**config.mk**
```make
export PLATFORM = sky130hd
export DESIGN_NAME = midi_uart_tx
export DESIGN_NICKNAME = d
export VERILOG_FILES = /design/src/rtl/midi_uart_tx.sv
export SDC_FILE = /design/constraint.sdc
export NUM_CORES = 1
export LEC_CHECK = 0
export CAP_MARGIN = 25
export CORE_ASPECT_RATIO = 1.5
export CORE_MARGIN = 2
export CORE_UTILIZATION = 30
export CTS_CLUSTER_DIAMETER = 100
export DETAILED_ROUTE_END_ITERATION = 12
export PLACE_DENSITY = 0.44
export SETUP_SLACK_MARGIN = 0.15
export SLEW_MARGIN = 20
export SYNTH_ARGS = -nofsm -noshare
export SYNTH_HDL_FRONTEND = slang
export SYNTH_SLANG_ARGS = --single-unit
```
**constraint.sdc**
```tcl
create_clock -name clk_100mhz -period 6.2 [get_ports clk_100mhz]
set_input_delay 0.93 -clock clk_100mhz [delete_from_list [all_inputs] [get_ports clk_100mhz]]
set_output_delay 0.93 -clock clk_100mhz [all_outputs]
set_load 0.005 [all_outputs]
```
**src/rtl/midi_uart_tx.sv**
```systemverilog
// MIDI note-event transmitter: event FIFO feeding a 31250-baud 8N1 UART that
// sends one 3-byte channel message (status, note, velocity) per event.
module midi_uart_tx #(
  parameter int CLK_CYCLES_PER_UART_BIT = 3200,
  parameter int MIDI_CHANNEL            = 0,
  parameter int FIFO_DEPTH              = 4
) (
  input  logic       clk_100mhz,
  input  logic       reset_n,
  input  logic       ev_valid,
  output logic       ev_ready,
  input  logic       ev_note_on,
  input  logic [6:0] ev_note,
  input  logic [6:0] ev_velocity,
  output logic       tx,
  output logic       busy,
  output logic       byte_done,
  output logic       msg_done
);

  localparam int AW    = (FIFO_DEPTH > 2) ? $clog2(FIFO_DEPTH) : 1;
  localparam int PW    = AW + 1;
  localparam int CNT_W = 12;
  localparam logic [CNT_W-1:0] BIT_LAST = CNT_W'(CLK_CYCLES_PER_UART_BIT - 1);
  localparam logic [3:0]       CH       = 4'(MIDI_CHANNEL);

  typedef enum logic [1:0] {IDLE, START, DATA, STOP} state_t;

  // FIFO entry: {note_on, note, velocity}
  logic [14:0]   mem_q [FIFO_DEPTH];
  logic [PW-1:0] wr_ptr_q, wr_ptr_d, rd_ptr_q, rd_ptr_d;
  logic          ev_ready_q, ev_ready_d;
  logic          push, pop, empty, full_nxt;
  logic [14:0]   head;

  state_t           state_q, state_d;
  logic [CNT_W-1:0] bit_cnt_q, bit_cnt_d;
  logic [2:0]       bit_idx_q, bit_idx_d;
  logic [1:0]       byte_idx_q, byte_idx_d;
  logic [14:0]      msg_q, msg_d;
  logic             tx_q, tx_d, busy_q, busy_d;
  logic             byte_done_q, byte_done_d, msg_done_q, msg_done_d;
  logic [7:0]       cur_byte;
  logic             bit_last;

  assign push  = ev_valid && ev_ready_q;
  assign empty = (wr_ptr_q == rd_ptr_q);
  assign head  = mem_q[rd_ptr_q[AW-1:0]];

  always_comb begin
    wr_ptr_d = wr_ptr_q;
    rd_ptr_d = rd_ptr_q;
    if (push) wr_ptr_d = wr_ptr_q + PW'(1);
    if (pop)  rd_ptr_d = rd_ptr_q + PW'(1);
    full_nxt   = (wr_ptr_d[AW] != rd_ptr_d[AW]) &&
                 (wr_ptr_d[AW-1:0] == rd_ptr_d[AW-1:0]);
    ev_ready_d = !full_nxt;
  end

  always_ff @(posedge clk_100mhz) begin
    if (push) mem_q[wr_ptr_q[AW-1:0]] <= {ev_note_on, ev_note, ev_velocity};
  end

  always_comb begin
    unique case (byte_idx_q)
      2'd0:    cur_byte = {1'b1, 2'b00, msg_q[14], CH};
      2'd1:    cur_byte = {1'b0, msg_q[13:7]};
      default: cur_byte = {1'b0, msg_q[6:0]};
    endcase
  end

  assign bit_last = (bit_cnt_q == BIT_LAST);

  always_comb begin
    state_d     = state_q;
    bit_cnt_d   = bit_cnt_q;
    bit_idx_d   = bit_idx_q;
    byte_idx_d  = byte_idx_q;
    msg_d       = msg_q;
    pop         = 1'b0;
    byte_done_d = 1'b0;
    msg_done_d  = 1'b0;
    unique case (state_q)
      IDLE: begin
        if (!empty) begin
          pop        = 1'b1;
          msg_d      = head;
          byte_idx_d = 2'd0;
          bit_cnt_d  = '0;
          state_d    = START;
        end
      end
      START: begin
        bit_cnt_d = bit_cnt_q + CNT_W'(1);
        if (bit_last) begin
          bit_cnt_d = '0;
          bit_idx_d = 3'd0;
          state_d   = DATA;
        end
      end
      DATA: begin
        bit_cnt_d = bit_cnt_q + CNT_W'(1);
        if (bit_last) begin
          bit_cnt_d = '0;
          bit_idx_d = bit_idx_q + 3'd1;
          if (bit_idx_q == 3'd7) state_d = STOP;
        end
      end
      STOP: begin
        bit_cnt_d = bit_cnt_q + CNT_W'(1);
        if (bit_last) begin
          bit_cnt_d   = '0;
          byte_done_d = 1'b1;
          if (byte_idx_q == 2'd2) begin
            msg_done_d = 1'b1;
            state_d    = IDLE;
          end else begin
            byte_idx_d = byte_idx_q + 2'd1;
            state_d    = START;
          end
        end
      end
      default: state_d = IDLE;
    endcase
  end

  // Line drivers follow the current state, so tx lags the FSM by one cycle
  // and every bit is still exactly CLK_CYCLES_PER_UART_BIT long.
  always_comb begin
    tx_d   = 1'b1;
    busy_d = (state_q != IDLE);
    unique case (state_q)
      START:   tx_d = 1'b0;
      DATA:    tx_d = cur_byte[bit_idx_q];
      default: tx_d = 1'b1;
    endcase
  end

  always_ff @(posedge clk_100mhz or negedge reset_n) begin
    if (!reset_n) begin
      wr_ptr_q    <= '0;
      rd_ptr_q    <= '0;
      ev_ready_q  <= 1'b1;
      state_q     <= IDLE;
      bit_cnt_q   <= '0;
      bit_idx_q   <= '0;
      byte_idx_q  <= '0;
      msg_q       <= '0;
      tx_q        <= 1'b1;
      busy_q      <= 1'b0;
      byte_done_q <= 1'b0;
      msg_done_q  <= 1'b0;
    end else begin
      wr_ptr_q    <= wr_ptr_d;
      rd_ptr_q    <= rd_ptr_d;
      ev_ready_q  <= ev_ready_d;
      state_q     <= state_d;
      bit_cnt_q   <= bit_cnt_d;
      bit_idx_q   <= bit_idx_d;
      byte_idx_q  <= byte_idx_d;
      msg_q       <= msg_d;
      tx_q        <= tx_d;
      busy_q      <= busy_d;
      byte_done_q <= byte_done_d;
      msg_done_q  <= msg_done_d;
    end
  end

  assign ev_ready  = ev_ready_q;
  assign tx        = tx_q;
  assign busy      = busy_q;
  assign byte_done = byte_done_q;
  assign msg_done  = msg_done_q;

endmodule
```
==> summary.log <==
INFO  hold_path      min_path_type=flip-flop to flip-flop
INFO  logic_synthesis synth_top_cell_area_share=38.6%
INFO  global_route   grt_start_max_net_pins=27
INFO  drt            routedWlPerCell=16.5um
INFO  setup_path     timing.critical_path.cells=clkdlybuf4s50_1, and3_1, xor2_1, xor3_1, nand4bb_1
INFO  timing         finalSetupViolCount=0
INFO  setup_path     worstSetupEndpointType=flip-flop
INFO  global_route   grt_use_total=11.7%
INFO  placed_design  numPortBuffers=22
INFO  logic_synthesis ys.warnings.count=0
INFO  setup_path     worst_path_slowest_cell=and3_1
INFO  logic_synthesis synth.distinct_cells=54
INFO  placed_design  dp.final_hpwl=6160um
INFO  setup_path     path_class=input pin to flip-flop
INFO  power          power.static_leakage=2.00nW
INFO  finish         flow.area_growth_from_synthesis=16.2%
INFO  logic_synthesis postSynth.asyncResetShare=42.9%
INFO  clocking       post_cts_resize_count=0
INFO  timing         maxClockFrequency=375MHz
INFO  clocking       ctsLongestPathBuffers=2
INFO  setup_path     critPathLaunchType=input pin
INFO  finish         nNetsFinal=358
INFO  timing         maxSlewHeadroom=41.8%
INFO  global_route   overflow=0
INFO  timing         finalMaxSlewViolations=0
INFO  die            design.portCount=23
INFO  drt            detailroute.via_count=2,567
INFO  flow_run       max_cap_violations=0
INFO  drt            drt-initial-drc-count=65
INFO  clocking       cts.htree.levels=3
INFO  finish         insertedDiodeCount=0
INFO  setup_path     critical_path.top_delay_family=simple AND/OR/NAND/NOR gates
INFO  finish         multi_input_area=1630um2
INFO  clocking       holdBufCountCts=0
INFO  die            die-area=16,600um2
INFO  drt            routed_via_count_divided_by_cell_count=4.87
INFO  die            initial_core_util=30.8%
INFO  timing         postLayoutSetupSlackWorst=3.53ns
INFO  finish         mostFrequentLayoutCells=edfxtp_1, dfrtp_1, clkdlybuf4s50_1, mux2_2, ha_1
INFO  setup_path     cp_max_fo=16
INFO  timing         tightestPinTransition=0.872ns
INFO  logic_synthesis syn-instance-count=299
INFO  setup_path     cp_data_required_time=6.49ns
INFO  logic_synthesis synth.cell_area=4660um2
INFO  clocking       cts.reportedPaths.clkPinSlew=0.07ns
INFO  clocking       post-cts-setup-buffer-count=0
INFO  finish         mostFrequentLayoutCell=edfxtp_1
INFO  clocking       cts_inserted_buffers=9
INFO  finish         finish.utilization=35.8%
INFO  clocking       clock_latency_late_sink=0.35ns
INFO  die            width_of_the_die=106um
INFO  logic_synthesis synth-edff-count=60
INFO  logic_synthesis dominantRegCellSynth=edfxtp_1
INFO  die            rows=55
INFO  logic_synthesis yosys-top-cells-area=edfxtp_1, dfrtp_1, mux4_2
INFO  die            die_h=157um
INFO  logic_synthesis ys_seq_area_share=62.9%
INFO  clocking       cts_root_cell=clkbuf_16
INFO  drt            dr.pass1.iters=4
INFO  clocking       cts.sinks=105
INFO  logic_synthesis synth_area_per_cell=15.6um2
INFO  global_route   grt_pass1_vias=2,802
INFO  placed_design  routabilityCongestion=0.716
INFO  timing         post-route-min-period=2.67ns
INFO  setup_path     largest_stage_delay_worst_path=0.74ns
INFO  global_route   grt_antenna_before_repair=0
INFO  drt            ant_nets=0
INFO  logic_synthesis synth_nets=334
INFO  logic_synthesis synth_seq_cells=105
INFO  drt            detail_route.wirelength=8680um
INFO  clocking       cts_tree=built
INFO  outcome        outcome=finished, final reports clean
INFO  drt            drc=0
INFO  setup_path     cp.arrival=2.95ns
INFO  die            core_region_area=15,100um2
INFO  timing         setup-tns-final=0ns
INFO  timing         fin_skew=0.00794ns
INFO  power          total_power=2.42mW
INFO  timing         hold_violations=0
INFO  finish         num-fill-cells=1,498
INFO  logic_synthesis synth_largest_area_cell=edfxtp_1
INFO  timing         unrepaired_setup_endpoints_after_global_routing=no
INFO  global_route   grt_first_pass_wirelength=14,700um
INFO  timing         fin_crit_sh=43.0%
INFO  placed_design  preCtsSetupSlack=3.12ns
INFO  finish         ff_latch_area=2930um2
INFO  setup_path     cp.buffers_inverters=1
INFO  finish         proportion_of_layout_cells_with_a_drive_suffix_above_1=18.6%
INFO  power          power.ir.vdd_worst=0.156mV
INFO  power          power_density=446nW/um2
worst paths after layout:
kind                              from      endpoint  slack [ns]  cells past startpoint
min in group asynchronous      reset_n  bit_cnt_q[5]        0.61                      1
setup / recovery              ev_valid      ev_ready        3.53                      5
hold / removal                msg_q[3]      msg_q[3]        0.50                      1
max in group asynchronous      reset_n            tx        4.98                      2
hold reg to reg               msg_q[3]      msg_q[3]        0.50                      1
setup reg to reg           rd_ptr_q[1]  bit_cnt_q[9]        3.84                      4
metal layers:
metal  global-route usage [%]  vias to the layer above  share of wire, %
met2                     21.1                       27                55
met3                     2.67                       15               2.4
li1                         -                     1222                 -
met5                        0                        -                 0
met1                     12.7                     1303                41
met4                     5.95                        0               2.4
synth_stat cells (3+ instances only):
cell and number:
o31ai_1 5, mux2_2 17, ha_1 17, nand4_1 5
mux4_2 16, and3_1 6, nor2b_1 7, nor3_1 4
xnor2_1 3, or3_1 4, edfxtp_1 60, clkbuf_1 5
nand2_1 9, or4_1 4, dfrtp_1 43, xor2_1 3
buf_2 3, a21oi_1 13, nand3_1 4, inv_1 10
and4_1 3, o21ai_0 11
kinds of logic after synthesis:
| logic type | Yosys count | share of synthesized area, % |
|---|---|---|
| DFF | 105 | 62.9 |
| adders and majority gates | 17 | 4.56 |
| buffers and inverters | 22 | 2.20 |
| and+or+nand+nor | 59 | 7.84 |
| AOI/OAI and AO/OA | 52 | 7.65 |
| xor gates and xnor gates | 10 | 2.85 |
| muxes | 34 | 12.1 |
per-stage QoR:
step                hold WS, ns  cell area [um2]  instances
global placement          0.487             5070        509
global route              0.539             5420        527
floorplan                 0.472             4660        299
CTS                       0.508             5420        527
finish                    0.499             5420        527
detailed placement        0.491             5110        511
registers in the layout, summed over array words and instances, names as in the netlist, 2 cells and up:
register    cells
mem_q          60
msg_q          15
bit_cnt_q      12
bit_idx_q       3
rd_ptr_q        3
wr_ptr_q        3
byte_idx_q      2
state_q         2
worst reg2reg max path, stage by stage, from the launching register on:
cell     delay [ns]
dfrtp_1        0.91
xnor2_2        0.23
and4_1         0.44
or4_1          0.56
a21oi_1        0.15
report_power, final:
group          internal, mW  switching [mW]  leakage (nW)  total (mW)
clock network         0.321           0.269         0.150       0.591
registers             0.930           0.122          1.11        1.05
logic                 0.410           0.364         0.734       0.774
total                  1.66           0.756          2.00        2.42
layout make-up:
class,instances,share of cell area [%]
sequential,105,54.1
multi-input combinational,172,30.1
timing repair buffer,25,4.89
tap,199,4.59
clock buffer,9,4.16
clock inverter,7,1.52
inverter,10,0.693
(Power assumes the default switching activity.)
